==> config.mk <==
export PLATFORM = sky130hd
export DESIGN_NAME = hazard_ctrl_mc_flat
export DESIGN_NICKNAME = d
export VERILOG_FILES = /design/src/rtl/hazard_ctrl_mc_if.sv /design/src/rtl/hazard_ctrl_mc.sv /design/src/flat_wrapper.sv
export SDC_FILE = /design/constraint.sdc
export NUM_CORES = 1
export LEC_CHECK = 0
export ABC_AREA = 1
export BUFFER_PORTS_ARGS = -buffer_cell sky130_fd_sc_hd__buf_2
export CAP_MARGIN = 10
export CORE_MARGIN = 1
export CORE_UTILIZATION = 35
export CTS_BUF_LIST = sky130_fd_sc_hd__clkbuf_8
export DETAILED_ROUTE_END_ITERATION = 12
export PLACE_DENSITY = 0.59
export REMOVE_ABC_BUFFERS = 1
export SKIP_CTS_REPAIR_TIMING = 1
export SLEW_MARGIN = 10
export SYNTH_ARGS = -nofsm -noshare
export SYNTH_HDL_FRONTEND = slang
export SYNTH_SLANG_ARGS = --single-unit
==> constraint.sdc <==
create_clock -name i_clk -period 1.8 [get_ports i_clk]
set_input_delay 0.36 -clock i_clk [delete_from_list [all_inputs] [get_ports i_clk]]
set_output_delay 0.36 -clock i_clk [all_outputs]
set_load 0.005 [all_outputs]
==> src/rtl/hazard_ctrl_mc_if.sv <==
// Signal bundle between the pipeline datapath and the hazard/forwarding controller.
// The master side is the pipeline; the slave side is hazard_ctrl_mc.
interface hazard_ctrl_mc_if #(
    parameter int REG_AW = 5,
    parameter int CNT_W  = 16
);
    logic [REG_AW-1:0] i_if_id_rs1;
    logic [REG_AW-1:0] i_if_id_rs2;
    logic [REG_AW-1:0] i_id_ex_rs1;
    logic [REG_AW-1:0] i_id_ex_rs2;
    logic [REG_AW-1:0] i_id_ex_rd;
    logic              i_id_ex_memread;
    logic              i_id_ex_mdu;
    logic              i_mdu_done;
    logic              i_mispredict;
    logic              i_ex_mem_regwrite;
    logic [REG_AW-1:0] i_ex_mem_rd;
    logic              i_ex_mem_memread;
    logic              i_mem_wb_regwrite;
    logic [REG_AW-1:0] i_mem_wb_rd;

    logic              o_stall_pc;
    logic              o_stall_if_id;
    logic              o_stall_id_ex;
    logic              o_stall_ex_mem;
    logic              o_flush_if_id;
    logic              o_flush_id_ex;
    logic              o_flush_ex_mem;
    logic              o_flush_mem_wb;
    logic [1:0]        o_forward_a;
    logic [1:0]        o_forward_b;
    logic              o_fwd_id_a;
    logic              o_fwd_id_b;
    logic              o_busy;
    logic [CNT_W-1:0]  o_stall_count;

    modport master (
        output i_if_id_rs1, i_if_id_rs2, i_id_ex_rs1, i_id_ex_rs2, i_id_ex_rd,
               i_id_ex_memread, i_id_ex_mdu, i_mdu_done, i_mispredict,
               i_ex_mem_regwrite, i_ex_mem_rd, i_ex_mem_memread,
               i_mem_wb_regwrite, i_mem_wb_rd,
        input  o_stall_pc, o_stall_if_id, o_stall_id_ex, o_stall_ex_mem,
               o_flush_if_id, o_flush_id_ex, o_flush_ex_mem, o_flush_mem_wb,
               o_forward_a, o_forward_b, o_fwd_id_a, o_fwd_id_b,
               o_busy, o_stall_count
    );

    modport slave (
        input  i_if_id_rs1, i_if_id_rs2, i_id_ex_rs1, i_id_ex_rs2, i_id_ex_rd,
               i_id_ex_memread, i_id_ex_mdu, i_mdu_done, i_mispredict,
               i_ex_mem_regwrite, i_ex_mem_rd, i_ex_mem_memread,
               i_mem_wb_regwrite, i_mem_wb_rd,
        output o_stall_pc, o_stall_if_id, o_stall_id_ex, o_stall_ex_mem,
               o_flush_if_id, o_flush_id_ex, o_flush_ex_mem, o_flush_mem_wb,
               o_forward_a, o_forward_b, o_fwd_id_a, o_fwd_id_b,
               o_busy, o_stall_count
    );
endinterface

==> src/rtl/hazard_ctrl_mc.sv <==
// Hazard/forwarding controller for a 5-stage RV32 pipeline: operand forwarding,
// load-use stall, multi-cycle load freeze, MDU stall and mispredict flush.
module hazard_ctrl_mc #(
    parameter int REG_AW   = 5,
    parameter int LOAD_LAT = 1,
    parameter int CNT_W    = 16
) (
    input  logic             i_clk,
    input  logic             i_reset,
    hazard_ctrl_mc_if.slave  bus
);
    localparam int LAT_W = $clog2(LOAD_LAT + 1);
    localparam logic [LAT_W-1:0] CNT_INIT = (LOAD_LAT > 1) ? LAT_W'(LOAD_LAT - 2) : '0;

    typedef enum logic [1:0] {
        ST_RUN      = 2'd0,
        ST_LD_WAIT  = 2'd1,
        ST_MDU_WAIT = 2'd2
    } state_t;

    state_t             state_reg, state_next;
    logic [LAT_W-1:0]   cnt_reg, cnt_next;
    logic               ld_done_reg, ld_done_next;
    logic [CNT_W-1:0]   stall_count_reg;

    logic freeze;
    logic load_use;
    logic ld_start;
    logic stall_pc, stall_if_id, stall_id_ex, stall_ex_mem;
    logic flush_if_id, flush_id_ex, flush_ex_mem, flush_mem_wb;

    // Forwarding, one lane per source operand (index 0 = rs1/a, 1 = rs2/b).
    logic [1:0][REG_AW-1:0] ex_rs;
    logic [1:0][REG_AW-1:0] id_rs;
    logic [1:0][1:0]        fwd_ex;
    logic [1:0]             fwd_id;

    assign ex_rs[0] = bus.i_id_ex_rs1;
    assign ex_rs[1] = bus.i_id_ex_rs2;
    assign id_rs[0] = bus.i_if_id_rs1;
    assign id_rs[1] = bus.i_if_id_rs2;

    generate
        for (genvar gi = 0; gi < 2; gi++) begin : g_fwd
            logic ex_mem_hit;
            logic mem_wb_hit;

            // A load in MEM has no data yet, so it never feeds EX directly.
            assign ex_mem_hit = bus.i_ex_mem_regwrite && (bus.i_ex_mem_rd != '0) &&
                                (bus.i_ex_mem_rd == ex_rs[gi]) && !bus.i_ex_mem_memread;
            assign mem_wb_hit = bus.i_mem_wb_regwrite && (bus.i_mem_wb_rd != '0) &&
                                (bus.i_mem_wb_rd == ex_rs[gi]);

            assign fwd_ex[gi] = i_reset    ? 2'b00 :
                                ex_mem_hit ? 2'b10 :
                                mem_wb_hit ? 2'b01 : 2'b00;
            assign fwd_id[gi] = !i_reset && bus.i_mem_wb_regwrite &&
                                (bus.i_mem_wb_rd != '0) && (bus.i_mem_wb_rd == id_rs[gi]);
        end
    endgenerate

    assign load_use = bus.i_id_ex_memread && (bus.i_id_ex_rd != '0) &&
                      ((bus.i_id_ex_rd == bus.i_if_id_rs1) ||
                       (bus.i_id_ex_rd == bus.i_if_id_rs2));
    assign ld_start = (LOAD_LAT > 1) && bus.i_ex_mem_memread && !ld_done_reg;

    always_comb begin
        state_next   = state_reg;
        cnt_next     = cnt_reg;
        ld_done_next = ld_done_reg;
        freeze       = 1'b0;
        stall_pc     = 1'b0;
        stall_if_id  = 1'b0;
        stall_id_ex  = 1'b0;
        stall_ex_mem = 1'b0;
        flush_if_id  = 1'b0;
        flush_id_ex  = 1'b0;
        flush_ex_mem = 1'b0;
        flush_mem_wb = 1'b0;

        case (state_reg)
            ST_RUN: begin
                if (ld_start) begin
                    freeze   = 1'b1;
                    cnt_next = CNT_INIT;
                    if (LOAD_LAT == 2) begin
                        ld_done_next = 1'b1;
                    end else begin
                        state_next = ST_LD_WAIT;
                    end
                end else begin
                    ld_done_next = 1'b0;
                    if (bus.i_mispredict) begin
                        flush_if_id = 1'b1;
                        flush_id_ex = 1'b1;
                    end else if (bus.i_id_ex_mdu && !bus.i_mdu_done) begin
                        stall_pc     = 1'b1;
                        stall_if_id  = 1'b1;
                        stall_id_ex  = 1'b1;
                        flush_ex_mem = 1'b1;
                        state_next   = ST_MDU_WAIT;
                    end else if (load_use) begin
                        stall_pc    = 1'b1;
                        stall_if_id = 1'b1;
                        flush_id_ex = 1'b1;
                    end
                end
            end
            ST_LD_WAIT: begin
                // Mispredicts are ignored here; ID/EX is held and re-evaluated on release.
                freeze   = 1'b1;
                cnt_next = cnt_reg - LAT_W'(1);
                if (cnt_reg == LAT_W'(1)) begin
                    state_next   = ST_RUN;
                    ld_done_next = 1'b1;
                end
            end
            ST_MDU_WAIT: begin
                if (!bus.i_mdu_done) begin
                    stall_pc     = 1'b1;
                    stall_if_id  = 1'b1;
                    stall_id_ex  = 1'b1;
                    flush_ex_mem = 1'b1;
                end else begin
                    state_next = ST_RUN;
                end
            end
            default: begin
                state_next = ST_RUN;
            end
        endcase

        if (freeze) begin
            stall_pc     = 1'b1;
            stall_if_id  = 1'b1;
            stall_id_ex  = 1'b1;
            stall_ex_mem = 1'b1;
            flush_mem_wb = 1'b1;
        end

        if (i_reset) begin
            stall_pc     = 1'b0;
            stall_if_id  = 1'b0;
            stall_id_ex  = 1'b0;
            stall_ex_mem = 1'b0;
            flush_if_id  = 1'b0;
            flush_id_ex  = 1'b0;
            flush_ex_mem = 1'b0;
            flush_mem_wb = 1'b0;
        end
    end

    always_ff @(posedge i_clk) begin
        if (i_reset) begin
            state_reg       <= ST_RUN;
            cnt_reg         <= '0;
            ld_done_reg     <= 1'b0;
            stall_count_reg <= '0;
        end else begin
            state_reg   <= state_next;
            cnt_reg     <= cnt_next;
            ld_done_reg <= ld_done_next;
            if (stall_pc && (stall_count_reg != '1)) begin
                stall_count_reg <= stall_count_reg + CNT_W'(1);
            end
        end
    end

    assign bus.o_stall_pc     = stall_pc;
    assign bus.o_stall_if_id  = stall_if_id;
    assign bus.o_stall_id_ex  = stall_id_ex;
    assign bus.o_stall_ex_mem = stall_ex_mem;
    assign bus.o_flush_if_id  = flush_if_id;
    assign bus.o_flush_id_ex  = flush_id_ex;
    assign bus.o_flush_ex_mem = flush_ex_mem;
    assign bus.o_flush_mem_wb = flush_mem_wb;
    assign bus.o_forward_a    = fwd_ex[0];
    assign bus.o_forward_b    = fwd_ex[1];
    assign bus.o_fwd_id_a     = fwd_id[0];
    assign bus.o_fwd_id_b     = fwd_id[1];
    assign bus.o_busy         = !i_reset && (state_reg != ST_RUN);
    assign bus.o_stall_count  = stall_count_reg;
endmodule
==> src/flat_wrapper.sv <==
// flat-port wrapper written by rule: the top's interface ports become plain ports
module hazard_ctrl_mc_flat 
#(
    parameter int REG_AW   = 5,
    parameter int LOAD_LAT = 1,
    parameter int CNT_W    = 16
)
  (i_clk, i_reset, bus_i_if_id_rs1, bus_i_if_id_rs2, bus_i_id_ex_rs1, bus_i_id_ex_rs2, bus_i_id_ex_rd, bus_i_id_ex_memread, bus_i_id_ex_mdu, bus_i_mdu_done, bus_i_mispredict, bus_i_ex_mem_regwrite, bus_i_ex_mem_rd, bus_i_ex_mem_memread, bus_i_mem_wb_regwrite, bus_i_mem_wb_rd, bus_o_stall_pc, bus_o_stall_if_id, bus_o_stall_id_ex, bus_o_stall_ex_mem, bus_o_flush_if_id, bus_o_flush_id_ex, bus_o_flush_ex_mem, bus_o_flush_mem_wb, bus_o_forward_a, bus_o_forward_b, bus_o_fwd_id_a, bus_o_fwd_id_b, bus_o_busy, bus_o_stall_count);
  hazard_ctrl_mc_if #(.REG_AW(REG_AW), .CNT_W(CNT_W)) bus_i ();
  input  logic i_clk;
  input  logic i_reset;
  input wire logic [$bits(bus_i.i_if_id_rs1)-1:0] bus_i_if_id_rs1;
  input wire logic [$bits(bus_i.i_if_id_rs2)-1:0] bus_i_if_id_rs2;
  input wire logic [$bits(bus_i.i_id_ex_rs1)-1:0] bus_i_id_ex_rs1;
  input wire logic [$bits(bus_i.i_id_ex_rs2)-1:0] bus_i_id_ex_rs2;
  input wire logic [$bits(bus_i.i_id_ex_rd)-1:0] bus_i_id_ex_rd;
  input wire logic [$bits(bus_i.i_id_ex_memread)-1:0] bus_i_id_ex_memread;
  input wire logic [$bits(bus_i.i_id_ex_mdu)-1:0] bus_i_id_ex_mdu;
  input wire logic [$bits(bus_i.i_mdu_done)-1:0] bus_i_mdu_done;
  input wire logic [$bits(bus_i.i_mispredict)-1:0] bus_i_mispredict;
  input wire logic [$bits(bus_i.i_ex_mem_regwrite)-1:0] bus_i_ex_mem_regwrite;
  input wire logic [$bits(bus_i.i_ex_mem_rd)-1:0] bus_i_ex_mem_rd;
  input wire logic [$bits(bus_i.i_ex_mem_memread)-1:0] bus_i_ex_mem_memread;
  input wire logic [$bits(bus_i.i_mem_wb_regwrite)-1:0] bus_i_mem_wb_regwrite;
  input wire logic [$bits(bus_i.i_mem_wb_rd)-1:0] bus_i_mem_wb_rd;
  output wire logic [$bits(bus_i.o_stall_pc)-1:0] bus_o_stall_pc;
  output wire logic [$bits(bus_i.o_stall_if_id)-1:0] bus_o_stall_if_id;
  output wire logic [$bits(bus_i.o_stall_id_ex)-1:0] bus_o_stall_id_ex;
  output wire logic [$bits(bus_i.o_stall_ex_mem)-1:0] bus_o_stall_ex_mem;
  output wire logic [$bits(bus_i.o_flush_if_id)-1:0] bus_o_flush_if_id;
  output wire logic [$bits(bus_i.o_flush_id_ex)-1:0] bus_o_flush_id_ex;
  output wire logic [$bits(bus_i.o_flush_ex_mem)-1:0] bus_o_flush_ex_mem;
  output wire logic [$bits(bus_i.o_flush_mem_wb)-1:0] bus_o_flush_mem_wb;
  output wire logic [$bits(bus_i.o_forward_a)-1:0] bus_o_forward_a;
  output wire logic [$bits(bus_i.o_forward_b)-1:0] bus_o_forward_b;
  output wire logic [$bits(bus_i.o_fwd_id_a)-1:0] bus_o_fwd_id_a;
  output wire logic [$bits(bus_i.o_fwd_id_b)-1:0] bus_o_fwd_id_b;
  output wire logic [$bits(bus_i.o_busy)-1:0] bus_o_busy;
  output wire logic [$bits(bus_i.o_stall_count)-1:0] bus_o_stall_count;
  assign bus_i.i_if_id_rs1 = bus_i_if_id_rs1;
  assign bus_i.i_if_id_rs2 = bus_i_if_id_rs2;
  assign bus_i.i_id_ex_rs1 = bus_i_id_ex_rs1;
  assign bus_i.i_id_ex_rs2 = bus_i_id_ex_rs2;
  assign bus_i.i_id_ex_rd = bus_i_id_ex_rd;
  assign bus_i.i_id_ex_memread = bus_i_id_ex_memread;
  assign bus_i.i_id_ex_mdu = bus_i_id_ex_mdu;
  assign bus_i.i_mdu_done = bus_i_mdu_done;
  assign bus_i.i_mispredict = bus_i_mispredict;
  assign bus_i.i_ex_mem_regwrite = bus_i_ex_mem_regwrite;
  assign bus_i.i_ex_mem_rd = bus_i_ex_mem_rd;
  assign bus_i.i_ex_mem_memread = bus_i_ex_mem_memread;
  assign bus_i.i_mem_wb_regwrite = bus_i_mem_wb_regwrite;
  assign bus_i.i_mem_wb_rd = bus_i_mem_wb_rd;
  assign bus_o_stall_pc = bus_i.o_stall_pc;
  assign bus_o_stall_if_id = bus_i.o_stall_if_id;
  assign bus_o_stall_id_ex = bus_i.o_stall_id_ex;
  assign bus_o_stall_ex_mem = bus_i.o_stall_ex_mem;
  assign bus_o_flush_if_id = bus_i.o_flush_if_id;
  assign bus_o_flush_id_ex = bus_i.o_flush_id_ex;
  assign bus_o_flush_ex_mem = bus_i.o_flush_ex_mem;
  assign bus_o_flush_mem_wb = bus_i.o_flush_mem_wb;
  assign bus_o_forward_a = bus_i.o_forward_a;
  assign bus_o_forward_b = bus_i.o_forward_b;
  assign bus_o_fwd_id_a = bus_i.o_fwd_id_a;
  assign bus_o_fwd_id_b = bus_i.o_fwd_id_b;
  assign bus_o_busy = bus_i.o_busy;
  assign bus_o_stall_count = bus_i.o_stall_count;
  hazard_ctrl_mc #(.REG_AW(REG_AW), .LOAD_LAT(LOAD_LAT), .CNT_W(CNT_W)) u_core (.i_clk(i_clk), .i_reset(i_reset), .bus(bus_i));
endmodule
==> summary by stage, run 1 <==
CTS
The maximum root-to-sink buffer count is 2. The clock tree root driver cell is sky130_fd_sc_hd__clkbuf_8. TritonCTS created 3 clock buffers. TritonCTS built the clock tree. The H-tree depth is 1.

The worst-skew pair later-pin latency is 0.26 ns. Clock-pin slew was measured on the worst setup and hold paths at 0.07 ns. The total clock sinks is 17.

STA
Clock skew on the completed layout was measured at 0.00161 ns. Summed over all failing endpoints, the final setup total negative slack is 0 ns. Derived from the worst setup path, the maximum achievable clock frequency is 0.561 GHz.

The count of final setup violators is 0. The clock period minus worst slack is 1.78 ns. The post-route worst hold slack is 0.430 ns. Setup repair after global routing could not meet its margin everywhere. In the finished design, the share of the clock period the worst path needs comes to 0.990. The number of pins with negative max-slew slack in the final report is 0. The final number of hold-violating endpoints is 0.

Placed design
The placer congestion estimate is 0.811. The post-detailed-placement half-perimeter wirelength is 3770 um. The number of buffer cells added on primary ports is 72.

GRT
Entering global routing, the biggest net connects 21 pins. The number of antenna violations at the first check in global routing came to 0. In the global route stage, overall resource usage came out at 0.182. The via count of the first global-routing pass is 1797.

The first global-routing pass estimated 7740 um of wire. For this run the aggregate overflow at the end of global routing stands at 0.

Routing
The via density per instance is 4.67. The average wire per standard cell is 11.2 um. The total vias in the final route is 1958. After the first detailed-routing iteration, the DRC count stood at 100. The pre-antenna-repair detailed-routing pass consisted of 4 iterations.

For this block, the routed nets add up to 4680 um of wire. In the routed design, unresolved DRC markers number 0. In this run the remaining antenna-violating nets after routing total 0.

Synth
The cell count after synthesis is 275. The post-synthesis instance area is 1790 um^2. The post-synthesis cell type count is 32. The average cell area after synthesis is 6.51 um^2. Counting flops and latches in the post-synthesis netlist gives 17.

For this run, the register share of the synthesized area comes to 0.190. The number of warning messages in the yosys log is 0.

Floorplan
The placeable core region is 4820 um^2. The I/O pin count is 75. The initial utilization of the core area, before any placement, comes to 0.371.

The number of placement rows is 25. Measured along the y axis, the die boundary spans 73.5 um. The die covers 5400 um^2. The floorplan die width is 73.5 um.

Setup path
Counting cells, the worst reg-to-reg path comes to 8. The worst path arrival time is 1.42 ns. The startpoint kind of the worst setup timing path is an input port. The worst setup path is of the input port to output port kind.

In this run the worst path has a maximum fanout of 2. The category of the worst setup path capture point is an output port. The required time reported for the critical path endpoint is 1.44 ns.

Final layout
The flip-flop count of the largest register after layout is 16. The number of antenna repair diodes is 0. The synthesis-to-finish area growth is 31.6%. In the final layout, the share of cells above drive strength 1 is 0.358. Measured on the finished design, the core utilization comes to 0.489. The filler cells instantiated in the layout total 515. After the last flow step, the layout net total stands at 398.

Pwr
VDD sags by at most 0.184 mV. In this run the power density over the cells is 405 nW/um^2. The reported leakage power is 1.14 nW.

Run
The number of violations of the max-capacitance limit is 0.

Outcome
The flow ran to the end, and the final reports show no timing, DRC or antenna violations.

Worst hold path
The instance count along the most critical hold path is 4. The worst min-delay path class is input port to flop.
[cells in the mapped netlist]
library cell / instances / area share
sky130_fd_sc_hd__a221oi_1: 1 / 0.0049
sky130_fd_sc_hd__nor3_4: 1 / 0.0091
sky130_fd_sc_hd__inv_1: 33 / 0.069
sky130_fd_sc_hd__a21oi_2: 10 / 0.049
sky130_fd_sc_hd__conb_1: 1 / 0.0021
sky130_fd_sc_hd__nand4_1: 2 / 0.0070
sky130_fd_sc_hd__o22ai_1: 1 / 0.0035
sky130_fd_sc_hd__a21oi_1: 8 / 0.022
sky130_fd_sc_hd__o41ai_1: 1 / 0.0049
sky130_fd_sc_hd__ha_1: 1 / 0.0070
sky130_fd_sc_hd__nand3_2: 8 / 0.045
sky130_fd_sc_hd__nand4_4: 1 / 0.012
sky130_fd_sc_hd__inv_2: 5 / 0.010
sky130_fd_sc_hd__nand2_2: 1 / 0.0035
sky130_fd_sc_hd__clkbuf_1: 3 / 0.0063
sky130_fd_sc_hd__dfxtp_1: 17 / 0.19
sky130_fd_sc_hd__o21ai_1: 2 / 0.0056
sky130_fd_sc_hd__nor2_1: 24 / 0.050
sky130_fd_sc_hd__nand3_1: 28 / 0.078
sky130_fd_sc_hd__xor2_1: 24 / 0.12
sky130_fd_sc_hd__nor3b_1: 3 / 0.013
sky130_fd_sc_hd__buf_6: 3 / 0.019
sky130_fd_sc_hd__buf_4: 5 / 0.021
sky130_fd_sc_hd__nor3_1: 9 / 0.025
sky130_fd_sc_hd__o21ai_0: 1 / 0.0028
sky130_fd_sc_hd__xnor2_1: 13 / 0.064
sky130_fd_sc_hd__nand2_1: 60 / 0.13
sky130_fd_sc_hd__buf_1: 2 / 0.0042
sky130_fd_sc_hd__nor4_1: 4 / 0.014
sky130_fd_sc_hd__or2_2: 1 / 0.0035
sky130_fd_sc_hd__nand2_4: 1 / 0.0063
sky130_fd_sc_hd__a211oi_1: 1 / 0.0042
[worst max-delay path: stages]
cell and delay, ns:
sky130_fd_sc_hd__buf_6 0.09, sky130_fd_sc_hd__or2_4 0.24, sky130_fd_sc_hd__o41ai_2 0.27, sky130_fd_sc_hd__inv_1 0.11, sky130_fd_sc_hd__nand3_2 0.08, sky130_fd_sc_hd__buf_4 0.10
sky130_fd_sc_hd__nor2_1 0.03, sky130_fd_sc_hd__buf_2 0.14
[cell families after synthesis]
group	count (synthesis)	synth area share
xor+xnor	37	0.181
simple gates	143	0.392
buf+inv	51	0.130
compound gates	25	0.0972
flops	17	0.190
fa+ha+maj	1	0.00699
other cells	1	0.00210
[path summary, 6_finish.rpt]
kind	endpoint	start	slack [ns]
max	bus_o_forward_b[1]	bus_i_ex_mem_rd[1]	0.02
min	u_core.state_reg[1]	bus_i_mispredict	0.43
max reg2reg	u_core.bus.o_stall_count[14]	u_core.bus.o_stall_count[1]	0.14
min reg2reg	u_core.bus.o_stall_count[15]	u_core.bus.o_stall_count[15]	0.48
[stage by stage]
stage | power (mW) | std cells | worst slack [ns] | instance area, um^2
2_1_floorplan | 0.520 | 263 | 0.0956 | 1700
3_3_place_gp | 0.652 | 413 | -0.0173 | 2230
3_5_place_dp | 0.654 | 413 | -0.0582 | 2230
4_1_cts | 0.954 | 417 | -0.0752 | 2270
5_1_grt | 1.01 | 419 | -0.0703 | 2350
6_report | 0.953 | 419 | 0.0173 | 2350
[power breakdown]
group	switching [mW]	internal, mW	leakage (nW)
clock	0.140	0.152	0.0269
combinational	0.154	0.123	0.979
sequential	0.00372	0.380	0.138
[layout by cell type (no fill, tap or decap), types with 2 or more instances in the layout]
| cell type | n |
|---|---|
| sky130_fd_sc_hd__buf_2 | 70 |
| sky130_fd_sc_hd__nand2_1 | 60 |
| sky130_fd_sc_hd__inv_1 | 34 |
| sky130_fd_sc_hd__nand3_1 | 25 |
| sky130_fd_sc_hd__xor2_1 | 24 |
| sky130_fd_sc_hd__nor2_1 | 23 |
| sky130_fd_sc_hd__dfxtp_1 | 16 |
| sky130_fd_sc_hd__xnor2_1 | 13 |
| sky130_fd_sc_hd__buf_4 | 13 |
| sky130_fd_sc_hd__nand3_2 | 11 |
| sky130_fd_sc_hd__a21oi_2 | 10 |
| sky130_fd_sc_hd__a21oi_1 | 8 |
| sky130_fd_sc_hd__nor3_1 | 7 |
| sky130_fd_sc_hd__inv_2 | 5 |
| sky130_fd_sc_hd__nor4_1 | 4 |
| sky130_fd_sc_hd__clkbuf_8 | 3 |
| sky130_fd_sc_hd__nor3b_1 | 2 |
| sky130_fd_sc_hd__nand4_1 | 2 |
| sky130_fd_sc_hd__nor3_2 | 2 |
| sky130_fd_sc_hd__nand2_4 | 2 |
| sky130_fd_sc_hd__conb_1 | 2 |
| sky130_fd_sc_hd__buf_6 | 2 |
[layer usage]
layer	vias up	part of all wire	GRT usage
li1	1031	-	-
met1	863	0.47	0.231
met2	57	0.48	0.315
met3	7	0.039	0.0206
met4	0	0.017	0.0705
met5	-	0	0
[final cells by class]
| class | count | area (um^2) | share of cell area |
|---|---|---|---|
| Tap cell | 67 | 83.8 | 0.0356 |
| Clock buffer | 3 | 41.3 | 0.0175 |
| Clock inverter | 1 | 3.75 | 0.00159 |
| Sequential cell | 17 | 342 | 0.145 |
| Timing Repair Buffer | 85 | 470 | 0.200 |
| Multi-Input combinational cell | 208 | 1270 | 0.540 |
| Inverter | 38 | 143 | 0.0606 |
Power figures use the tool's default switching activity.
==> run 2: changes to the inputs <==
--- a/config.mk
+++ b/config.mk
@@ -8,11 +8,11 @@
 export ABC_AREA = 1
 export BUFFER_PORTS_ARGS = -buffer_cell sky130_fd_sc_hd__buf_2
 export CAP_MARGIN = 10
-export CORE_MARGIN = 1
 export CORE_UTILIZATION = 35
 export CTS_BUF_LIST = sky130_fd_sc_hd__clkbuf_8
 export DETAILED_ROUTE_END_ITERATION = 12
 export PLACE_DENSITY = 0.59
+export RECOVER_POWER = 100
 export REMOVE_ABC_BUFFERS = 1
 export SKIP_CTS_REPAIR_TIMING = 1
 export SLEW_MARGIN = 10
==> run 2 against run 1 <==
Via count is 0.15% higher. Die area stayed put. Flip-flop and latch count stayed put. Maximum frequency hardly changed. Combinational power hardly changed. Register-to-register slack worse by 0.05 ns. Sequential share of layout area is 0.23 points higher. Setup slack better by 0.00052 ns. Total power is 0.28% lower. Cell area is 1.9% lower. Clock skew is 0.0017 ns higher.
==> summary by stage, run 2 (synthesized netlist as in run 1, its figures left out) <==
Setup path
The worst path arrival time is 1.42 ns. In this run the critical register-to-register path is launched from u_core.bus.o_stall_count[0]. The start-to-end type of the worst setup path is input port to output port. The first element of the critical path is bus_i_ex_mem_rd[1].

The largest fanout on the critical path is 2. For this run, the slowest stage of the critical path takes 0.27 ns. Traced cell by cell, the critical path runs through buf_6, or2_4, o41ai_2, inv_1, nand3_2, buf_4, nor2_1, buf_2. At the worst endpoint, the required time is 1.44 ns. STA classifies the critical path endpoint as an output port. Counting cells, the worst reg-to-reg path comes to 8.

The startpoint kind of the worst setup timing path is an input port. The slowest stage of the critical path is the sky130_fd_sc_hd__o41ai_2 cell.

Final layout
The multi-input combinational cells in the finished layout cover a total of 1250 um^2. The register with the most flip-flops in the layout has 16 of them. The finished layout holds 419 standard cells, fillers aside. The number of antenna repair diodes is 0. In the final layout, the share of cells above drive strength 1 is 0.307. The flip-flop and latch area is 340 um^2. The fill cell total of the finished layout is 525. The final-stage net count is 398. Once layout is done, the placed cells without fillers occupy 2310 um^2. Leaving out fill and tap cells, the most frequent cell in the layout is sky130_fd_sc_hd__buf_2. The library cells used most frequently in the layout, excluding fill and tap cells, are sky130_fd_sc_hd__buf_2 (61), sky130_fd_sc_hd__nand2_1 (60), sky130_fd_sc_hd__inv_1 (34). The synthesis-to-finish area growth is 29.1%.

GRT
The via count of the first global-routing pass is 1797. The first global-routing pass estimated 7740 um of wire. The number of antenna violations at the first check in global routing was 0. The largest net degree at the start of global routing is 21. For this run, the total global-route usage over all layers was measured as 0.182.

For this run the aggregate overflow at the end of global routing stands at 0.

Placed design
The wire-length estimate of the detail-placed layout is 3770 um. The total placed instance area is 2230 um^2. The placer congestion estimate is 0.811. Port buffering added 72 buffers.

After detailed placement, the design holds a cell count of 413.

Worst hold path
In this run the most critical hold path is launched from bus_i_mispredict. The instance count along the most critical hold path is 4. The worst min-delay path class is input port to flop.

Pwr
The share of total power dissipated in the clock network is 0.308. The reported leakage power is 1.09 nW. The total power per unit cell area is 411 nW/um^2. The internal portion of the total power is 0.653 mW. The combinational share of power is 0.289. Power comes to 0.950 mW.

Of the total power, the share spent switching nets is 0.313. Summed over all nets, the switching power comes to 0.297 mW. Of the total power, registers draw 0.403.

The worst-case IR drop observed on VDD is 0.184 mV.

STA
Static timing analysis puts the maximum clock frequency at 0.561 GHz. The clock period minus worst slack is 1.78 ns. The count of final setup violators is 0.

The setup skew after layout is 0.00330 ns. Setup repair after global routing could not meet its margin everywhere. Dividing the final minimum period by the clock period gives 0.990. The setup total negative slack is 0 ns. The final number of hold-violating endpoints is 0.

The number of pins with negative max-slew slack in the final report is 0.

Routing
The average wire per standard cell is 11.2 um. The routed layout has 1961 vias. The total wirelength of the detailed-routed design is 4700 um. Dividing the detail-routed via count by the number of cells gives 4.68. The detail route stage leaves a number of antenna-violating nets equal to 0.

The first routing iteration left 94 violations. For this run, the detailed router's first-pass iteration total came to 4. In the routed design, unresolved DRC markers number 0.

Floorplan
In this run the core area contains 25 standard-cell rows. 75 I/O pins were placed. The die height is 73.5 um. Measured along the x axis, the die boundary spans 73.5 um. The die footprint is 5400 um^2.

The initial core utilization is 0.371. In this run the standard cell core region covers 4820 um^2.

CTS
The TritonCTS clock tree is done. The clock transition time at the flip-flop clock pins of the worst setup and hold paths is 0.07 ns. The maximum root-to-sink buffer count is 2. TritonCTS created 3 clock buffers. The cell sitting at the root of the clock tree is a sky130_fd_sc_hd__clkbuf_8.

The total clock sinks is 17. Clock latency on the worst-skew pair, taken at its later pin, is 0.26 ns. CTS built an H-tree with a depth of 1.

Outcome
The run finished with clean final reports.

Run
The number of violations of the max-capacitance limit is 0.
## run 2: power groups by stage
stage          registers, mW  logic (mW)  clock network [mW]
4_1_cts                0.383       0.263               0.308
3_3_place_gp           0.391       0.261                   0
2_1_floorplan          0.391       0.130                   0
3_5_place_dp           0.391       0.262                   0
6_report               0.383       0.275               0.292
5_1_grt                0.383       0.307               0.319
## run 2: metal layers
metal,vias up,GRT usage,wire [um]
met5,-,0,0
met4,0,0.0705,80
met3,7,0.0206,221
met2,70,0.315,2240
met1,852,0.231,2160
li1,1032,-,-
## run 2: stage by stage
step	setup slack (ns)	util	hold slack [ns]
final	0.0179	0.479	0.411
after global routing	-0.0701	0.479	0.426
after CTS	-0.0752	0.472	0.393
after detailed placement	-0.0582	0.463	0.466
after global placement	-0.0173	0.463	0.464
after floorplan	0.0956	-	0.422
## run 2: area by class of cell
cell class                 instances  share of cell area
multi-input combinational        208               0.541
timing repair buffer              85               0.194
clock inverter                     1             0.00163
sequential                        17               0.147
inverter                          38              0.0618
tap                               67              0.0363
clock buffer                       3              0.0179
## run 2: path summary, 6_finish.rpt
path	end	slack, ns
worst min-delay path	u_core.state_reg[1]	0.41
worst max-delay path	bus_o_forward_b[1]	0.02
worst min register to register	u_core.bus.o_stall_count[15]	0.48
worst max register to register	u_core.bus.o_stall_count[14]	0.09
## run 2: critical path, delay by kind of cell
family | cells | cell delay (ns)
and+or+nand+nor | 3 | 0.35
buffers and inverters | 4 | 0.44
AOI/OAI and AO/OA | 1 | 0.27
==> run 3: changes to the inputs <==
--- a/config.mk
+++ b/config.mk
@@ -11,7 +11,7 @@
 export CORE_UTILIZATION = 35
 export CTS_BUF_LIST = sky130_fd_sc_hd__clkbuf_8
 export DETAILED_ROUTE_END_ITERATION = 12
-export PLACE_DENSITY = 0.59
+export PLACE_DENSITY = 0.7
 export RECOVER_POWER = 100
 export REMOVE_ABC_BUFFERS = 1
 export SKIP_CTS_REPAIR_TIMING = 1
==> run 3 against run 2 <==
The flow now finishes with violations (negative setup slack). Worst hold slack got worse by 0.054 ns. Global-route usage fell by 1.1 points. Maximum frequency shrank 2.3%. Flip-flop and latch count unchanged. Highest routed layer unchanged. Sequential share of layout area is essentially flat. Setup slack worse by 0.042 ns. Largest power group unchanged. Clock skew is 0.0024 ns lower. First-iteration DRC count shrank 9.6%.
==> summary by stage, run 3 (synthesized netlist as in run 1, its figures left out) <==
STA
Counting I/O delays and the setup requirement, the final critical path takes 1.82 ns. The final number of hold-violating endpoints is 0. The highest clock frequency the design can meet is 0.548 GHz.

The setup skew after layout is 0.000950 ns. Setup violations remaining at the end of the flow were counted as 1. After layout, the worst setup slack is -0.0243 ns. In the finished design, the share of the clock period the worst path needs comes to 1.01. The number of pins with negative max-slew slack in the final report is 0. Setup repair after global routing could not meet its margin everywhere.

Final layout
The fraction of layout instances using a drive strength above 1 is 0.314. In the layout the commonest cells are sky130_fd_sc_hd__buf_2 (60), sky130_fd_sc_hd__nand2_1 (59), sky130_fd_sc_hd__inv_1 (34). Compared with the post-synthesis result, the final layout area differs by 29.2%. The final cell count without fillers is 420.

The most common cell after layout, fill and taps aside is sky130_fd_sc_hd__buf_2. The final-stage net count is 399. The number of antenna repair diodes is 0.

The register with the most flip-flops in the layout has 16 of them. Fill cells in the final layout number 533.

Floorplan
From left edge to right edge, the die measures 73.5 um. After floorplanning, the core was divided into 25 placement rows. In this run the count of I/O pins placed on the die edge is 75.

The placeable core region is 4820 um^2. For this configuration, the core starts out at a cell density of 0.371. The die height is 73.5 um. The die footprint is 5400 um^2.

Setup path
For this run, the slowest stage of the critical path takes 0.27 ns. The worst path arrival time is 1.46 ns. The largest fanout on the critical path is 2. The worst setup path is captured at an output port. The setup path with the least slack is of type input port to output port. STA classifies the critical path startpoint as an input port. The cell at the slowest stage of the critical path is sky130_fd_sc_hd__o41ai_2. The critical path goes through buf_6, or2_4, o41ai_2, inv_1, nand3_2, nor3b_2, buf_2. The required time reported for the critical path endpoint is 1.44 ns.

Routing
Once detail routing completed, the nets flagged for antenna violations numbered 0. Dividing the detail-routed via count by the number of cells gives 4.64. Summed over all layers, the routed wires come to 4500 um. The post-detailed-route DRC marker count is 0.

For this block, the initial DRC count from the detailed router was 85. The final route contains 1947 vias. The average wire per standard cell is 10.7 um. The number of iterations in the first detailed-routing pass is 4.

CTS
The clock tree root driver cell is sky130_fd_sc_hd__clkbuf_8. The TritonCTS clock tree is done. The CTS buffer count is 3. The maximum root-to-sink buffer count is 2. The H-tree depth is 1. The total clock sinks is 17. At the later pin of the worst-skew pair, clock insertion delay measures 0.26 ns. The clock transition time at the flip-flop clock pins of the worst setup and hold paths is 0.07 ns.

Pwr
The power share of the sequential group is 0.402. In this run the static leakage power is 1.07 nW. The internal portion of the total power is 0.653 mW.

Of the total power, the share spent switching nets is 0.312. The net switching power of the design is 0.296 mW. The total power per unit cell area is 410 nW/um^2. The peak ir drop on the vdd network is 0.195 mV.

Of the total power, combinational logic draws 0.289. The clock network power share is 0.309. The design draws 0.949 mW.

Worst hold path
The worst min-delay path class is input port to flop.

Run
The number of violations of the max-capacitance limit is 0.

Placed design
The placer congestion estimate is 0.825. Input and output buffers added on the ports amount to 72. The post-placement setup slack is -0.0627 ns. The post-detailed-placement half-perimeter wirelength is 3700 um. Once placement completed, the tool counted placed cells totaling 416.

Outcome
The flow ran to the end, but the final reports show violations. The final reports fail on negative setup slack.

GRT
The number of antenna violations at the first check in global routing is 0. The first global-routing pass estimated 7440 um of wire. The overall track demand over capacity in global routing is 0.171. The via count of the first global-routing pass came to 1750. Entering global routing, the biggest net connects 15 pins.

The remaining global-route overflow is 0.
-- run 3: layout make-up --
cell class	instances	area (um^2)	share of cell area
Clock inverter	1	3.75	0.00162
Sequential cell	17	342	0.148
Timing Repair Buffer	86	448	0.194
Tap cell	67	83.8	0.0363
Inverter	38	143	0.0617
Clock buffer	3	41.3	0.0179
Multi-Input combinational cell	208	1250	0.541
-- run 3: final timing paths --
path | from | slack (ns) | depth (start not counted) | endpoint
max | bus_i_ex_mem_rd[1] | -0.02 | 7 | bus_o_forward_b[0]
min | i_reset | 0.36 | 2 | u_core.bus.o_stall_count[8]
max reg2reg | u_core.bus.o_stall_count[1] | 0.09 | 7 | u_core.bus.o_stall_count[6]
min reg2reg | u_core.bus.o_stall_count[15] | 0.48 | 2 | u_core.bus.o_stall_count[15]
-- run 3: worst max-delay path: cells and delay by family --
family	cells	cell delay, ns
AO/OA/AOI/OAI	1	0.27
AND/OR/NAND/NOR	3	0.49
buffers and inverters	3	0.34
-- run 3: stage by stage --
stage | util | hold WS [ns] | TNS (ns) | area (um^2)
finish | 0.480 | 0.357 | -0.0243 | 2310
global route | 0.480 | 0.371 | -0.399 | 2310
CTS | 0.477 | 0.354 | -0.100 | 2300
detailed placement | 0.468 | 0.472 | -0.0744 | 2250
global placement | 0.468 | 0.469 | -0.0420 | 2250
floorplan | - | 0.422 | 0 | 1700
-- run 3: per-layer routing --
metal,up-vias,wire [um],track usage
li1,1029,-,-
met1,862,2130,0.221
met2,51,2160,0.305
met3,5,163,0.00960
met4,0,45,0.0513
met5,-,0,0
-- run 3: power groups by stage --
stage,registers (mW),logic [mW],clock network (mW)
finish,0.382,0.274,0.293
global route,0.382,0.309,0.321
CTS,0.381,0.268,0.304
detailed placement,0.390,0.267,0
global placement,0.390,0.264,0
floorplan,0.391,0.130,0
